### src/rtl/sram_scan_pkg.sv
// rtl/sram_scan_pkg.sv - shared state type, defaults and scan-word field map
// Purpose: common definitions for the SRAM scan-chain controller.
// Ports: none (package). Holds the FSM state enum, the default chain
// length and the bit offsets of every field in the packed scan word.
package sram_scan_pkg;

  localparam int SCAN_WIDTH_DEF = 112;

  typedef enum logic [2:0] {
    ST_IDLE      = 3'd0,
    ST_SHIFT_IN  = 3'd1,
    ST_ACCESS    = 3'd2,
    ST_CAPTURE   = 3'd3,
    ST_LOAD      = 3'd4,
    ST_SHIFT_OUT = 3'd5,
    ST_RESP      = 3'd6
  } scan_state_t;

  // Field map of the scan word (port 0 in the upper half, port 1 below)
  localparam int SEL_MSB    = 111;
  localparam int SEL_LSB    = 108;
  localparam int ADDR0_MSB  = 107;
  localparam int ADDR0_LSB  = 92;
  localparam int DIN0_MSB   = 91;
  localparam int DIN0_LSB   = 60;
  localparam int CSB0_BIT   = 59;
  localparam int WEB0_BIT   = 58;
  localparam int WMASK0_MSB = 57;
  localparam int WMASK0_LSB = 54;
  localparam int ADDR1_MSB  = 53;
  localparam int ADDR1_LSB  = 38;
  localparam int DIN1_MSB   = 37;
  localparam int DIN1_LSB   = 6;
  localparam int CSB1_BIT   = 5;
  localparam int WEB1_BIT   = 4;
  localparam int WMASK1_MSB = 3;
  localparam int WMASK1_LSB = 0;

  // Assemble a scan word from its individual fields
  function automatic logic [SCAN_WIDTH_DEF-1:0] pack_scan_word(
    input logic [3:0]  sel,
    input logic [15:0] addr0,
    input logic [31:0] din0,
    input logic        csb0,
    input logic        web0,
    input logic [3:0]  wmask0,
    input logic [15:0] addr1,
    input logic [31:0] din1,
    input logic        csb1,
    input logic        web1,
    input logic [3:0]  wmask1
  );
    logic [SCAN_WIDTH_DEF-1:0] w;
    w = '0;
    w[SEL_MSB:SEL_LSB]       = sel;
    w[ADDR0_MSB:ADDR0_LSB]   = addr0;
    w[DIN0_MSB:DIN0_LSB]     = din0;
    w[CSB0_BIT]              = csb0;
    w[WEB0_BIT]              = web0;
    w[WMASK0_MSB:WMASK0_LSB] = wmask0;
    w[ADDR1_MSB:ADDR1_LSB]   = addr1;
    w[DIN1_MSB:DIN1_LSB]     = din1;
    w[CSB1_BIT]              = csb1;
    w[WEB1_BIT]              = web1;
    w[WMASK1_MSB:WMASK1_LSB] = wmask1;
    return w;
  endfunction

endpackage

### src/rtl/sram_scan_shreg.sv
// rtl/sram_scan_shreg.sv - scan-word shift register
// Purpose: WIDTH-bit register with parallel load, MSB-out / LSB-in shift.
// Ports:
//   i_clk, i_rst      clock, synchronous active-high reset
//   i_load            load i_load_data (has priority over shift)
//   i_load_data       parallel load value
//   i_shift           shift left by one, i_shift_bit enters at bit 0
//   i_shift_bit       serial input bit
//   o_q               current register contents
//   o_msb             bit WIDTH-1, the next bit to leave the register
module sram_scan_shreg
  import sram_scan_pkg::*;
#(
  parameter int WIDTH = SCAN_WIDTH_DEF
) (
  input  logic             i_clk,
  input  logic             i_rst,
  input  logic             i_load,
  input  logic [WIDTH-1:0] i_load_data,
  input  logic             i_shift,
  input  logic             i_shift_bit,
  output logic [WIDTH-1:0] o_q,
  output logic             o_msb
);

  logic [WIDTH-1:0] r_data;

  always_ff @(posedge i_clk) begin
    if (i_rst) begin
      r_data <= '0;
    end else if (i_load) begin
      r_data <= i_load_data;
    end else if (i_shift) begin
      r_data <= {r_data[WIDTH-2:0], i_shift_bit};
    end
  end

  assign o_q   = r_data;
  assign o_msb = r_data[WIDTH-1];

endmodule

### src/rtl/sram_scan_ctrl.sv
// rtl/sram_scan_ctrl.sv - scan-chain access controller for an SRAM macro
// Purpose: accepts one packed scan word per request, shifts it into the
// SRAM scan chain, pulses global_csb, and for reads loads the macro output
// back into the chain and shifts it out into the response word.
// Optional feature: define SCAN_COMPARE_EN to compare read data against the
// request word and count mismatches; otherwise mismatch outputs are 0.
// Ports:
//   wb_clk_i, wb_rst_i          clock, synchronous active-high reset
//   req_valid/req_ready         request handshake (ready only in IDLE)
//   req_read, req_word          1 = read / 0 = write, packed scan word
//   rsp_valid/rsp_ready         response handshake
//   rsp_word                    write: request word, read: captured chain
//   scan_out, scan_en           serial data into the chain, shift enable
//   sram_load, global_csb       chain load strobe, macro select (low)
//   scan_in                     serial data from the chain
//   mismatch, mismatch_cnt      read-compare flag and saturating count
module sram_scan_ctrl
  import sram_scan_pkg::*;
#(
  parameter int SCAN_WIDTH = SCAN_WIDTH_DEF,
  parameter int CSB_CYCLES = 1
) (
  input  logic                  wb_clk_i,
  input  logic                  wb_rst_i,
  input  logic                  req_valid,
  output logic                  req_ready,
  input  logic                  req_read,
  input  logic [SCAN_WIDTH-1:0] req_word,
  output logic                  rsp_valid,
  input  logic                  rsp_ready,
  output logic [SCAN_WIDTH-1:0] rsp_word,
  output logic                  scan_out,
  output logic                  scan_en,
  output logic                  sram_load,
  output logic                  global_csb,
  input  logic                  scan_in,
  output logic                  mismatch,
  output logic [7:0]            mismatch_cnt
);

  localparam int CW = $clog2(SCAN_WIDTH + 1);

  scan_state_t           r_state;
  scan_state_t           w_next_state;
  logic [CW-1:0]         r_cnt;
  logic [CW-1:0]         w_cnt_init;
  logic                  w_cnt_load;
  logic                  w_cnt_zero;
  logic                  r_req_read;
  logic [SCAN_WIDTH-1:0] r_req_word;
  logic                  r_rsp_valid;
  logic [SCAN_WIDTH-1:0] r_rsp_word;
  logic                  w_accept;
  logic                  w_rsp_capture;
  logic                  w_sh_load;
  logic                  w_sh_shift;
  logic                  w_sh_bit;
  logic [SCAN_WIDTH-1:0] w_sh_q;
  logic                  w_sh_msb;

  sram_scan_shreg #(
    .WIDTH(SCAN_WIDTH)
  ) u_shreg (
    .i_clk       (wb_clk_i),
    .i_rst       (wb_rst_i),
    .i_load      (w_sh_load),
    .i_load_data (req_word),
    .i_shift     (w_sh_shift),
    .i_shift_bit (w_sh_bit),
    .o_q         (w_sh_q),
    .o_msb       (w_sh_msb)
  );

  // r_cnt holds the number of cycles remaining in the current state
  assign w_cnt_zero = (r_cnt == '0);

  always_ff @(posedge wb_clk_i) begin
    if (wb_rst_i) begin
      r_state     <= ST_IDLE;
      r_cnt       <= '0;
      r_req_read  <= 1'b0;
      r_req_word  <= '0;
      r_rsp_valid <= 1'b0;
      r_rsp_word  <= '0;
    end else begin
      r_state <= w_next_state;
      if (w_cnt_load) begin
        r_cnt <= w_cnt_init;
      end else if (!w_cnt_zero) begin
        r_cnt <= r_cnt - CW'(1);
      end
      if (w_accept) begin
        r_req_read <= req_read;
        r_req_word <= req_word;
      end
      // The first RESP cycle registers the response, so the word presented
      // with rsp_valid is held in its own register and cannot move.
      if (w_rsp_capture) begin
        r_rsp_valid <= 1'b1;
        r_rsp_word  <= r_req_read ? w_sh_q : r_req_word;
      end else if (r_rsp_valid && rsp_ready) begin
        r_rsp_valid <= 1'b0;
      end
    end
  end

  always_comb begin
    w_next_state  = r_state;
    w_cnt_load    = 1'b0;
    w_cnt_init    = '0;
    w_accept      = 1'b0;
    w_rsp_capture = 1'b0;
    w_sh_load     = 1'b0;
    w_sh_shift    = 1'b0;
    w_sh_bit      = 1'b0;
    req_ready     = 1'b0;
    scan_en       = 1'b0;
    scan_out      = 1'b0;
    sram_load     = 1'b0;
    global_csb    = 1'b1;

    case (r_state)
      ST_IDLE: begin
        req_ready = 1'b1;
        if (req_valid) begin
          w_accept     = 1'b1;
          w_sh_load    = 1'b1;
          w_next_state = ST_SHIFT_IN;
        end
      end
      ST_SHIFT_IN: begin
        scan_en    = 1'b1;
        scan_out   = w_sh_msb;
        w_sh_shift = 1'b1;
        if (w_cnt_zero) begin
          w_next_state = ST_ACCESS;
        end
      end
      ST_ACCESS: begin
        global_csb = 1'b0;
        if (w_cnt_zero) begin
          w_next_state = r_req_read ? ST_CAPTURE : ST_RESP;
        end
      end
      ST_CAPTURE: begin
        w_next_state = ST_LOAD;
      end
      ST_LOAD: begin
        sram_load    = 1'b1;
        w_next_state = ST_SHIFT_OUT;
      end
      ST_SHIFT_OUT: begin
        scan_en    = 1'b1;
        w_sh_shift = 1'b1;
        w_sh_bit   = scan_in;
        if (w_cnt_zero) begin
          w_next_state = ST_RESP;
        end
      end
      ST_RESP: begin
        w_rsp_capture = !r_rsp_valid;
        if (r_rsp_valid && rsp_ready) begin
          w_next_state = ST_IDLE;
        end
      end
      default: begin
        w_next_state = ST_IDLE;
      end
    endcase

    // Reload the cycle counter on every state change
    w_cnt_load = (w_next_state != r_state);
    case (w_next_state)
      ST_SHIFT_IN, ST_SHIFT_OUT: w_cnt_init = CW'(SCAN_WIDTH - 1);
      ST_ACCESS:                 w_cnt_init = CW'(CSB_CYCLES - 1);
      default:                   w_cnt_init = '0;
    endcase
  end

  assign rsp_valid = r_rsp_valid;
  assign rsp_word  = r_rsp_word;

`ifdef SCAN_COMPARE_EN
  logic       r_mismatch;
  logic [7:0] r_mismatch_cnt;
  logic       w_diff;

  assign w_diff = r_req_read && (w_sh_q != r_req_word);

  always_ff @(posedge wb_clk_i) begin
    if (wb_rst_i) begin
      r_mismatch     <= 1'b0;
      r_mismatch_cnt <= 8'd0;
    end else if (w_accept) begin
      r_mismatch <= 1'b0;
    end else if (w_rsp_capture && w_diff) begin
      r_mismatch <= 1'b1;
      if (r_mismatch_cnt != 8'hFF) begin
        r_mismatch_cnt <= r_mismatch_cnt + 8'd1;
      end
    end
  end

  assign mismatch     = r_mismatch;
  assign mismatch_cnt = r_mismatch_cnt;
`else
  assign mismatch     = 1'b0;
  assign mismatch_cnt = 8'd0;
`endif

endmodule

### config.mk
export PLATFORM = sky130hd
export DESIGN_NAME = sram_scan_ctrl
export DESIGN_NICKNAME = d
export VERILOG_FILES = /design/src/rtl/sram_scan_pkg.sv /design/src/rtl/sram_scan_shreg.sv /design/src/rtl/sram_scan_ctrl.sv
export SDC_FILE = /design/constraint.sdc
export NUM_CORES = 1
export LEC_CHECK = 0
export BUFFER_PORTS_ARGS = -buffer_cell sky130_fd_sc_hd__buf_2
export CAP_MARGIN = 20
export CORE_MARGIN = 1
export CORE_UTILIZATION = 35
export DETAILED_ROUTE_END_ITERATION = 8
export PLACE_DENSITY = 0.65
export SETUP_SLACK_MARGIN = 0.05
export SLEW_MARGIN = 10
export SYNTH_ARGS = -nofsm -noshare
export SYNTH_HDL_FRONTEND = slang
export SYNTH_SLANG_ARGS = --single-unit
### constraint.sdc
create_clock -name wb_clk_i -period 2 [get_ports wb_clk_i]
set_clock_uncertainty 0.2 [all_clocks]
set_input_delay 0.1 -clock wb_clk_i [delete_from_list [all_inputs] [get_ports wb_clk_i]]
set_output_delay 0.1 -clock wb_clk_i [all_outputs]
set_load 0.05 [all_outputs]
[Word level (Yosys, flattened, before mapping)]
Cells that the tools add are included.
Word-level totals
  register bits: 348
  input bits: 118
  output and inout bits: 127
  word-level logic and storage cells: 50
  bits in read-only memories: 0
  bits in writable memories: 0
  latch bits: 0
  memories: 0
Operators by class
  shift-type cells: 0
  bitwise operators: 0
  $add $sub $neg: 1
  equal/unequal tests: 10
  mux-type cells: 24
  multiply operators: 0
  reductions and logical operators: 8
  magnitude comparators: 0
  divide/modulo/power cells: 0
Operators by type and width (number)
  two-way mux 112 bit: 3
  two-way mux 7 bit: 3
  one-hot mux 3 bit (7 select lines): 1
  two-way mux 3 bit: 6
  equality test 3 bit (second input constant): 4
  two-way mux 1 bit: 11
  logical NOT 7 bit: 1
  subtractor 7 x 1 -> 7 bit (second input constant): 1
  equality test 3 x 1 -> 1 bit (second input constant): 2
  equality test 3 x 2 -> 1 bit (second input constant): 2
  nonzero test 2 bit: 2
  OR reduction 2 bit: 2
  logical NOT 3 bit: 1
  inequality test 3 bit: 1
  inequality test 2 bit (second input constant): 1
  logical AND 1 bit: 1
  logical NOT 1 bit: 1

[Logic depth before layout (Yosys ltp)]
Gate-level depths: netlist of the first run.
  word-level depth: 7
  depth in mapped cells: 8
  mapped depth without buffers: 6

[Hierarchy]
From an unflattened synthesis of the first run, not the netlist that was laid out.
Second synthesis, totals
  cell total of the unflattened synthesis: 1582
  area total of the unflattened synthesis: 14706.6 um^2
By module, submodules not included
  sram_scan_ctrl: area each 9442.8 um^2, instances 1, cells each 1083, sequential area each 4724.5 um^2
  sram_scan_shreg: area each 5263.8 um^2, instances 1, cells each 499, sequential area each 2242.2 um^2

[Worst setup path before layout of the first run]
No wires, ideal clock.
  path kind: register to register
  start point: reg r_state[1]
  end point: reg r_req_word[100]
  buffers on the path: 3
  data required time: 1.668 ns
  clock period less this slack: 2.864 ns
  setup time: 0.132 ns
  cell stages (with the launch flop): 8
  arrival: 2.532 ns
  path slack: -0.864 ns
  path through: dfxtp_1 buf_2 nor3_1 nand2_1 buf_2 buf_1 nand2_1 a21oi_1
On the way
  word-level cells in the longest chain between the ends: 2
Ends and longest elaborated chain
  from (decl): line sram_scan_ctrl.sv:43  | scan_state_t r_state;
  from (signal assigned): line sram_scan_ctrl.sv:86  | r_state <= w_next_state;
  logical NOT 3 bit: line sram_scan_ctrl.sv:122  | case (r_state)
  two-way mux 1 bit: line sram_scan_ctrl.sv:122
  to (signal assigned): line sram_scan_ctrl.sv:94  | r_req_word <= req_word;
  to (decl): line sram_scan_ctrl.sv:50  | logic [SCAN_WIDTH-1:0] r_req_word;
Every way passes these cells.
A chain may end at the register's enable or synchronous reset.

[Worst setup path after layout of the first run]
  start point: reg r_cnt[1]
  end point: reg r_cnt[0]
On the way
  word-level cells in the longest chain between the ends: 7
  elaborated cells between the ends (all ways): 12
  those cells by class: 4 x eq/ne; 6 x mux; 2 x reduce/logical
Ends and longest elaborated chain
  from (decl): line sram_scan_ctrl.sv:45  | logic [CW-1:0] r_cnt;
  from (signal assigned): line sram_scan_ctrl.sv:88  | r_cnt <= w_cnt_init;
  from (signal assigned): line sram_scan_ctrl.sv:90  | r_cnt <= r_cnt - CW'(1);
  logical NOT 7 bit *: line sram_scan_ctrl.sv:75  | assign w_cnt_zero = (r_cnt == '0);
  two-way mux 3 bit, on equally long branches: line sram_scan_ctrl.sv:156, sram_scan_ctrl.sv:135, sram_scan_ctrl.sv:141
  one-hot mux 3 bit (7 select lines): line sram_scan_ctrl.sv:122
  equality test 3 x 1 -> 1 bit / equality test 3 bit (equally long branches): line sram_scan_ctrl.sv:173  | case (w_next_state)
  OR reduction 2 bit: line sram_scan_ctrl.sv:173
  two-way mux 7 bit: line sram_scan_ctrl.sv:173
  two-way mux 7 bit: line sram_scan_ctrl.sv:87  | if (w_cnt_load) begin
Mark *: on every way between the ends. The rest lies on a longest branch, timed or not.

==> out/results.ini, run 1 <==
[outcome]
status=finished with violations
violated_checks=negative setup slack

[layout]
syn2layout_area_growth_pct=35.8
final_net_count=2021
stdcell_area_um2=18200
layout-drive-gt1-share_pct=20.5
insertedDiodeCount=0
leading_cell_types_in_the_layout_fill_and_taps_excluded=nand2_1 (454), dfxtp_1 (343), buf_2 (229)
final_cell_count_no_fill=2441
commonest_non_fill_non_tap_cell_in_the_layout=nand2_1

[synth]
synth_area_um2=13400
synth_top_cell_area_share_pct=52.0
yosysTopAreaCell=dfxtp_1
share_of_cell_area_taken_by_muxes_after_synthesis_pct=8.37
synthesis.yosys.warnings=0
synth_compound_gate_area_share_pct=17.0
post_synth_num_cell_types=41
ys_seq_area_share_pct=52.0
synth_top_family_by_area=simple AND/OR/NAND/NOR gates
synthesis.area_per_instance_um2=8.53
synth_xor_area_share_pct=0.262
synth_top_cells_by_area=dfxtp_1 (52%), nand2_1 (13%), mux2i_1 (8.4%)
postSynthRegisterBits=348
share_of_synthesized_cell_area_in_full_adder_half_adder_and_majority_cells_pct=0.0934
synthSimpleGateAreaFrac_pct=17.4
syn-instance-count=1570

[power_and_ir_drop]
cell_leakage_power_uw=0.00684
powerDensity_nw_per_um2=1040
vdd_drop_max_mv=0.524

[global_route]
wire_length_of_the_first_global_routing_pass_mm=59.4
globalRoute.totalOverflow=0
all_layer_global_routing_usage_pct=18.8
pin_count_of_the_biggest_net_entering_global_routing=84
initial_antenna_violation_count=1
first_global_vias=11700

[floorplan]
floorplan.core_area_um2=37700
effective_utilization_at_floorplan_pct=35.6
fp.dieArea_um2=39100
boundaryPins=245
die_x_um=198
die_height_um=198
std_cell_rows=71

[placed_design]
place.gp.congestion=0.822
hpwl_mm=23.5
place.detailed.instances=2251
postPlaceCellArea_um2=15400
io_buffers=235
pre_cts_slack_ps=-17.8

[route]
drt_iter0_drc=566
postRouteWirelength_mm=38.2
first_pass_iters=5
number_of_routed_nets_with_antenna_violations=0
drt_drc_violations_left=0
total_number_of_vias=12200
route.detailed.vias_per_inst=4.98
drt-wirelength-per-cell_um=15.7

[sta]
final.setup.worst_slack_ps=-2.24
slew_violations=0
max_freq_ghz=0.499
setup_viol=1
timing.setup.tns_ps=-2.24
fin_crit_sh_pct=100
final_period_minus_worst_setup_slack_ps=2000
report.final.hold_viol_count=0
grt_setup_unrepaired=yes
worst_hold_slack_ps=168

[setup_path]
r2r_setup_slack_ps=-2
critical_path_arrival_ps=2210
worst-r2r-cell-count=6
setup.worst_path.start_class=flop
critical_path.reg2reg.startpoint=r_cnt[1]
critPathKind=flop to flop
timing.critical_path.fanout_max=5
critPathCapture=r_cnt[0]
worstReg2RegEnd=r_cnt[0]
cp_data_required_time_ps=2210
worstSetupStartpoint=r_cnt[1]
critPathCaptureType=flop

[clocking]
numCtsBuffers=38
cts_num_sinks=348
cts_tree=built
cts-htree-levels=2
clock_tree_root_buffer_cell=clkbuf_16
insertion_delay_ps=540
cts.reportedPaths.clkPinSlew_ps=60
clock_path_buffers=3

[job]
max_cap_violations=0

[min_path]
holdCritPathClass=input port to flop

## report_power, final
part	total [uW]	switching [uW]	leakage, uW	internal [uW]
Sequential	7980	433	0.00284	7540
Clock	7250	2820	0.000639	4430
Combinational	3650	2120	0.00336	1530
Total	18900	5380	0.00684	13500
## layout make-up
| type | instances | area, um^2 |
|---|---|---|
| Clock buffer | 58 | 1170 |
| Clock inverter | 10 | 131 |
| Fill cell | 3586 | 19500 |
| Inverter | 6 | 30.0 |
| Multi-Input combinational cell | 1087 | 5970 |
| Sequential cell | 348 | 6980 |
| Tap cell | 511 | 639 |
| Timing Repair Buffer | 421 | 3260 |
## synth_stat cells
master,count
inv_2,1
inv_1,5
dfxtp_1,348
or3_1,1
and3_1,1
or4b_4,1
a311oi_1,2
and3b_1,1
a22oi_1,1
o31ai_1,2
nor4b_4,1
a21oi_1,119
or2_2,1
and2_1,1
nor4_1,1
buf_4,16
nand2b_1,2
o31a_1,1
nand3_1,2
nor3_1,2
o21ai_0,5
nor4b_1,1
xor2_1,1
nand4_1,1
nor3b_1,2
conb_1,1
xnor2_1,3
clkbuf_1,76
buf_2,42
a2111oi_0,2
mux2i_1,112
a211oi_1,114
a31oi_1,114
nor2_2,1
ha_1,1
nor2b_1,1
buf_1,3
nor2_1,122
a2111oi_2,1
o2bb2ai_1,1
nand2_1,457
## through the flow
step,total power [uW],util [%]
after global routing,19800,48.3
after floorplan,10100,-
final,18900,48.3
after detailed placement,11200,41.0
after global placement,11100,41.0
after CTS,18800,47.7
## state kept, by name, summed over array words and instances, names as in the netlist
signal       count
r_state          3
r_req_word     112
u_shreg.o_q    112
rsp_valid        1
r_cnt            7
r_req_read       1
rsp_word       112
## worst max-delay path, cell delays in order, from the launching register on
cell,delay [ps]
dfxtp_2,340
inv_4,70
ha_4,130
or4b_4,490
or3_4,350
a211oi_2,190
o31ai_1,100
## cells by family (layout without fill, tap and decap cells)
logic type	after synthesis	in the layout
other	1	9
flip-flops	348	348
buffers and inverters	143	495
AO/OA/AOI/OAI	362	362
AND/OR/NAND/NOR	599	599
multiplexers	112	112
XOR/XNOR	4	4
adder cells (fa/ha/maj)	1	1
## timing repair
action / CTS / global route
hold buffers: 117 / 0
setup endpoints to repair: 10 / 158
pin swaps: 3 / 6
hold endpoints to repair: 247 / 0
gates cloned: 1 / 3
buffers inserted: 0 / 1
resized for setup: 10 / 33
## metal layers
metal / wire length [um] / vias to the layer above / GRT usage [%]
met3: 1900 / 65 / 3.88
met2: 17900 / 293 / 31.3
met1: 17200 / 5747 / 23.3
met5: 13 / - / 0
met4: 1180 / 2 / 8.24
li1: - / 6050 / -
## how the worst min path moves through the flow
stage	start	to	slack, ps	depth (start not counted)
after floorplan	req_word[0]	r_req_word[0]	40	2
after global placement	req_word[0]	r_req_word[0]	160	3
after detailed placement	req_word[0]	r_req_word[0]	160	3
after CTS	req_word[0]	r_req_word[0]	130	4
after global routing	req_word[0]	r_req_word[0]	160	4
final	req_word[0]	r_req_word[0]	170	4
Power figures use the tool's default switching activity.
==> inputs of run 2 (changes only) <==
--- a/config.mk
+++ b/config.mk
@@ -7,12 +7,13 @@
 export LEC_CHECK = 0
 export BUFFER_PORTS_ARGS = -buffer_cell sky130_fd_sc_hd__buf_2
 export CAP_MARGIN = 20
+export CORE_ASPECT_RATIO = 1.75
 export CORE_MARGIN = 1
 export CORE_UTILIZATION = 35
 export DETAILED_ROUTE_END_ITERATION = 8
 export PLACE_DENSITY = 0.65
 export SETUP_SLACK_MARGIN = 0.05
-export SLEW_MARGIN = 10
+export SLEW_MARGIN = 20
 export SYNTH_ARGS = -nofsm -noshare
 export SYNTH_HDL_FRONTEND = slang
 export SYNTH_SLANG_ARGS = --single-unit
==> out/results.ini, run 2 (same netlist as run 1, synthesis figures left out) <==
[setup_path]
critPathKind=flop to flop
worstSetupStartpoint=r_cnt[1]
critPathTopFamily=simple AND/OR/NAND/NOR gates
max_stage_delay_ps=480  ; about the same
critical_path.n_buffers_inverters=1  ; unchanged
critical_path_cell_count=6  ; unchanged
timing.critical_path.fanout_max=5  ; unchanged
critical_path_arrival_ps=2160  ; -50 ps
worst-r2r-cell-count=6  ; unchanged
slowest_stage=or4b_4
critical_path.cell_chain=inv_2 > ha_4 > or4b_4 > or3_1 > a211oi_2 > o31ai_1
critPathCaptureType=flop
setup.worst_path.start_class=flop
cp_data_required_time_ps=2180  ; -30 ps
critical_path.reg2reg.startpoint=r_cnt[1]

[floorplan]
effective_utilization_at_floorplan_pct=35.6  ; about the same
std_cell_rows=94  ; +32%
fp.dieArea_um2=39100  ; about the same
floorplan.core_area_um2=37600  ; about the same
boundaryPins=245  ; unchanged
die_height_um=261  ; +32%
die_x_um=150  ; -24%

[job]
max_cap_violations=0  ; unchanged

[min_path]
min_delay_startpoint=req_word[34]
holdCritPathClass=input port to flop
worst_hold_path_stage_count=4  ; unchanged

[route]
postRouteWirelength_mm=37.4  ; -2.1%
first_pass_iters=5  ; unchanged
total_number_of_vias=12200  ; +0.44%
drt_iter0_drc=627  ; +11%
drt_drc_violations_left=0  ; unchanged
number_of_routed_nets_with_antenna_violations=0  ; unchanged
drt-wirelength-per-cell_um=15.7  ; +0.21%
route.detailed.vias_per_inst=5.12  ; +2.8%

[power_and_ir_drop]
power_uw=17800  ; -5.8%
cell_leakage_power_uw=0.00661  ; -3.4%
vdd_drop_max_mv=0.630  ; +20%
powerDensity_nw_per_um2=1000  ; -3.2%

[layout]
stdcell_area_um2=17700  ; -2.6%
multi_input_area_um2=5920  ; -0.88%
final_net_count=1997  ; -1.2%
final-seq-area_um2=6980  ; about the same
layout.filler_cells=3582  ; -0.11%
leading_cell_types_in_the_layout_fill_and_taps_excluded=nand2_1 (456), dfxtp_1 (343), buf_2 (230)
final_cell_count_no_fill=2384  ; -2.3%
layout-drive-gt1-share_pct=19.2  ; -1.2 points
syn2layout_area_growth_pct=32.2
commonest_non_fill_non_tap_cell_in_the_layout=nand2_1

[sta]
relSlewSlack_pct=66.5
slew_violations=0  ; unchanged
report.final.hold_viol_count=0  ; unchanged
max_freq_ghz=0.504  ; +0.87%
fin_crit_sh_pct=99.2  ; -0.86 points
setup_viol=0  ; -1
final_period_minus_worst_setup_slack_ps=1980  ; -17.3 ps
grt_setup_unrepaired=yes
worst_hold_slack_ps=199  ; +31.0 ps
tightestPinTransition_ps=497
timing.setup.tns_ps=0  ; +2.24 ps

[clocking]
cts-htree-levels=2  ; unchanged
cts_num_sinks=348  ; unchanged
numCtsBuffers=34  ; -11%
insertion_delay_ps=510  ; -30 ps
clock_tree_root_buffer_cell=clkbuf_16
clock_path_buffers=3  ; unchanged
cts.reportedPaths.clkPinSlew_ps=70  ; about the same
cts_tree=built

[global_route]
initial_antenna_violation_count=1  ; unchanged
globalRoute.totalOverflow=0  ; unchanged
wire_length_of_the_first_global_routing_pass_mm=58.2  ; -2.0%
first_global_vias=11800  ; +0.75%
all_layer_global_routing_usage_pct=18.5  ; -0.31 points
pin_count_of_the_biggest_net_entering_global_routing=77  ; -8.3%

[placed_design]
hpwl_mm=24.0  ; +2.0%
place.detailed.instances=2204  ; -2.1%
place.gp.congestion=0.785  ; -4.5%
io_buffers=235  ; unchanged
postPlaceCellArea_um2=15300  ; -0.79%

[outcome]
status=finished, final reports clean

[run 2: cell types whose count changed in the layout (fill, tap and decap cells not counted), sizes merged]
| cell | change |
|---|---|
| buf | -16 |
| clkbuf | -13 |
| inv | +3 |
| bufbuf | -1 |
| bufinv | -1 |
| clkinv | +1 |
| diode | +1 |
[run 2: worst paths after layout]
check,end,slack (ps)
hold reg to reg,r_req_word[61],250
hold / removal,r_req_word[34],200
setup reg to reg,r_cnt[0],20
setup / recovery,r_cnt[0],20
[run 2: report_power, final]
part           internal [uW]  leakage, uW  switching, uW  total (uW)
logic                   1350      0.00321           2000        3350
registers               7540      0.00284            444        7980
clock network           3750     0.000558           2710        6460
total                  12600      0.00661           5150       17800
[run 2: area by class of cell]
cell class | count | share of cell area [%]
Antenna cell | 1 | 0.0141
Sequential cell | 348 | 39.4
Timing Repair Buffer | 401 | 17.3
Inverter | 6 | 0.141
Tap cell | 480 | 3.39
Clock buffer | 48 | 5.62
Multi-Input combinational cell | 1087 | 33.4
Clock inverter | 13 | 0.728
[run 2: per-stage QoR]
| step | util [%] | worst slack, ps |
|---|---|---|
| final | 47.0 | 15.0 |
| after global routing | 47.0 | -26.7 |
| after CTS | 46.9 | 15.5 |
| after detailed placement | 40.7 | -18.0 |
| after global placement | 40.7 | 26.9 |
| after floorplan | - | 60.9 |
[run 2: routing by layer]
metal	global-route usage [%]	wire, um
met4	9.65	1680
met5	0	0
met2	33.9	19500
met3	2.78	1440
met1	20.2	14800
[run 2: repair_timing]
item,CTS,global route
hold buffers,117,0
pin swaps,2,3
buffers inserted,0,1
hold endpoints to repair,245,0
resized for setup,9,13
endpoints found under the setup margin,7,65
[run 2: worst min-delay path: cells and delay by family]
family	cells	cell delay [ps]
buffers and inverters	2	600
and+or+nand+nor	1	50
AOI/OAI and AO/OA	1	110
==> inputs of run 3 (changes only) <==
--- a/config.mk
+++ b/config.mk
@@ -5,13 +5,14 @@
 export SDC_FILE = /design/constraint.sdc
 export NUM_CORES = 1
 export LEC_CHECK = 0
+export ABC_AREA = 1
 export BUFFER_PORTS_ARGS = -buffer_cell sky130_fd_sc_hd__buf_2
 export CAP_MARGIN = 20
 export CORE_ASPECT_RATIO = 1.75
 export CORE_MARGIN = 1
 export CORE_UTILIZATION = 35
 export DETAILED_ROUTE_END_ITERATION = 8
-export PLACE_DENSITY = 0.65
+export PLACE_DENSITY = 0.66
 export SETUP_SLACK_MARGIN = 0.05
 export SLEW_MARGIN = 20
 export SYNTH_ARGS = -nofsm -noshare
==> out/results.ini, run 3 <==
[global_route]
groute.layer.met1.usage_pct=24.2  ; +4.0 points
pin_count_of_the_biggest_net_entering_global_routing=114  ; +48%
top_usage_layer=met2
globalRoute.totalOverflow=0  ; unchanged
wire_length_of_the_first_global_routing_pass_mm=65.8  ; +13%
groute.layer.met2.usage_pct=38.0  ; +4.1 points
grtUsageMet3_pct=3.10  ; +0.32 points
all_layer_global_routing_usage_pct=21.3  ; +2.8 points
initial_antenna_violation_count=1  ; unchanged
first_global_vias=12500  ; +6.6%

[power_and_ir_drop]
cell_leakage_power_uw=0.00701  ; +6.1%
vdd_drop_max_mv=0.623  ; -1.2%
powerDensity_nw_per_um2=1030  ; +2.7%
p_seq_share_pct=42.9  ; -2.0 points
cellInternalPower_uw=12900  ; +2.4%
pwr-share-clk_pct=37.2  ; +0.9 points
switching_share_pct=29.4  ; +0.46 points
power.combinational.fraction_pct=19.9  ; +1.1 points
total_switching_power_uw=5390  ; +4.7%

[setup_path]
critPathKind=flop to primary output
setup.worst_path.start_class=flop
critical_path.reg2reg.startpoint=r_cnt[1]
critPathCaptureType=primary output
critical_path_arrival_ps=1690  ; -470 ps
worstReg2RegEnd=r_cnt[5]
cp_data_required_time_ps=1700  ; -480 ps
worst-r2r-cell-count=13  ; +7
timing.critical_path.fanout_max=5  ; unchanged
r2r_setup_slack_ps=30  ; about the same

[route]
postRouteWirelength_mm=42.0  ; +12%
first_pass_iters=5  ; unchanged
number_of_routed_nets_with_antenna_violations=0  ; unchanged
total_number_of_vias=13100  ; +7.3%
drt-wirelength-per-cell_um=16.6  ; +6.0%
drt_drc_violations_left=0  ; unchanged
drt_iter0_drc=669  ; +6.7%
route.detailed.vias_per_inst=5.19  ; +1.2%

[clocking]
clock_path_buffers=3  ; unchanged
cts_tree=built
insertion_delay_ps=520  ; about the same
cts.reportedPaths.clkPinSlew_ps=70  ; about the same
clock_tree_root_buffer_cell=clkbuf_16
cts_num_sinks=348  ; unchanged
cts-htree-levels=2  ; unchanged
numCtsBuffers=34  ; unchanged

[synth]
ys_dominant_reg_cell=dfxtp_1
synth_most_common_cell=nand2_1
ys_seq_area_share_pct=52.8  ; +0.79 points
synth_enable_flop_cells=0  ; unchanged
synthArstFlopShare_pct=0  ; unchanged
synth_top_cells_by_area=dfxtp_1 (53%), nand2_1 (20%), a31oi_1 (11%)
post_synth_num_cell_types=30  ; -27%
syn-instance-count=1713  ; +9.1%
synth_area_um2=13200  ; -1.5%
synthesis.area_per_instance_um2=7.70  ; -9.7%
synthesis.yosys.warnings=0  ; unchanged
synth_top_cell_area_share_pct=52.8  ; +0.79 points
postSynthRegisterBits=348  ; unchanged
ys_top_cells_by_count=nand2_1 (696), dfxtp_1 (348), a31oi_1 (224), a21oi_1 (119), o21ai_0 (114)
yosysTopAreaCell=dfxtp_1

[layout]
layout-drive-gt1-share_pct=20.0  ; +0.77 points
stdcell_area_um2=17800  ; +0.40%
commonest_non_fill_non_tap_cell_in_the_layout=nand2_1
leading_cell_types_in_the_layout_fill_and_taps_excluded=nand2_1 (687), dfxtp_1 (342), buf_2 (230)
layout.filler_cells=3524  ; -1.6%
syn2layout_area_growth_pct=34.7
final_net_count=2143  ; +7.3%

[min_path]
min_delay_startpoint=req_word[37]
holdCritPathClass=input port to flop
worst_hold_path_stage_count=4  ; unchanged
min_delay_worst_endpoint=r_req_word[37]

[sta]
relSlewSlack_pct=56.1  ; -10 points
setup_viol=0  ; unchanged
max_freq_ghz=0.504  ; about the same
grt_setup_unrepaired=yes
timing.setup.tns_ps=0  ; unchanged
final_period_minus_worst_setup_slack_ps=1990  ; +0.518 ps
report.final.hold_viol_count=0  ; unchanged
fin_crit_sh_pct=99.3  ; about the same
slew_violations=0  ; unchanged
tightestPinTransition_ps=659  ; +161 ps

[floorplan]
effective_utilization_at_floorplan_pct=35.7  ; +0.065 points
std_cell_rows=93  ; -1.1%
die_x_um=149  ; -0.75%
fp.dieArea_um2=38500  ; -1.5%
die_height_um=259  ; -0.75%
boundaryPins=245  ; unchanged
floorplan.core_area_um2=37000  ; -1.7%

[placed_design]
hpwl_mm=23.5  ; -2.0%
io_buffers=235  ; unchanged
place.gp.congestion=0.823  ; +4.9%
postPlaceCellArea_um2=14800  ; -3.1%

[outcome]
status=finished, final reports clean

[job]
max_cap_violations=0  ; unchanged

[run 3: cell types whose count changed after synthesis, sizes merged, moves of 8 or more]
| cell | previous run | this run |
|---|---|---|
| nor2 | 123 | 18 |
| nand2 | 457 | 698 |
| nand3 | 2 | 14 |
| inv | 6 | 14 |
| mux2i | 112 | 0 |
| clkbuf | 76 | 94 |
| a211oi | 114 | 0 |
| buf | 61 | 51 |
| a31oi | 114 | 224 |
| o21ai | 5 | 115 |
[run 3: logic make-up (layout without fill, tap and decap cells)]
group | Yosys count | in the layout | share of synthesized area, %
AND/OR/NAND/NOR | 741 | 741 | 21.9
AO/OA/AOI/OAI | 458 | 458 | 19.5
flip-flops | 348 | 348 | 52.8
buffers and inverters | 160 | 489 | 5.39
XOR/XNOR | 4 | 4 | 0.266
adder cells (fa/ha/maj) | 1 | 1 | 0.0948
other | 1 | 10 | 0.0284
[run 3: cell type report]
class | count | area, um^2 | area share (%)
antenna | 1 | 2.50 | 0.0141
clock buffer | 47 | 1020 | 5.76
timing repair buffer | 412 | 3220 | 18.1
inverter | 15 | 77.6 | 0.436
tap | 475 | 594 | 3.34
sequential | 348 | 6980 | 39.3
multi-input combinational | 1213 | 5710 | 32.1
clock inverter | 15 | 165 | 0.929
[run 3: worst max path at each step]
stage                    start        to  slack [ps]  cells past startpoint
floorplan           r_state[1]  r_cnt[1]           7                     11
global placement      r_cnt[0]  r_cnt[1]          80                     12
detailed placement    r_cnt[0]  r_cnt[3]          10                     13
CTS                 r_state[1]  scan_out          40                      5
global route          r_cnt[0]  r_cnt[5]         -70                     13
finish              r_state[1]  scan_out          10                      6
[run 3: timing repair]
action | 4_1_cts | 5_1_grt
hold endpoints to repair | 248 | 0
resized for setup | 10 | 53
setup endpoints to repair | 7 | 22
hold buffers | 117 | 0
buffers inserted | 12 | 16
cloned | 3 | 1
pin swaps | 3 | 23
[run 3: power by group through the flow]
stage	clock [uW]	combinational, uW	sequential, uW
global placement	0	2730	7970
detailed placement	0	2800	7990
finish	6820	3650	7870
floorplan	0	1940	7910
CTS	6990	3190	7840
global route	7240	3990	7930
[run 3: layer usage]
metal  wire length, um  up-vias
met5                 0        -
met4              2070        0
met2             21200      424
li1                  -     6387
met1             16500     6177
met3              2180      110
[run 3: through the flow]
stage / util, % / hold WS, ps / instances / setup slack (ps) / power, uW
finish: 48.0 / 195 / 2526 / 14.5 / 18300
global route: 48.0 / 203 / 2526 / -68.7 / 19200
CTS: 47.1 / 168 / 2509 / 39.4 / 18000
detailed placement: 40.1 / 186 / 2315 / 11.6 / 10800
global placement: 40.1 / 176 / 2315 / 76.4 / 10700
floorplan: - / 64.9 / 1721 / 7.35 / 9850
[run 3: critical path, stage by stage (launching register included)]
cell and delay (ps):
dfxtp_2 330, buf_6 130, nor2_4 160, buf_12 130
buf_12 90, and3_4 180, buf_8 140
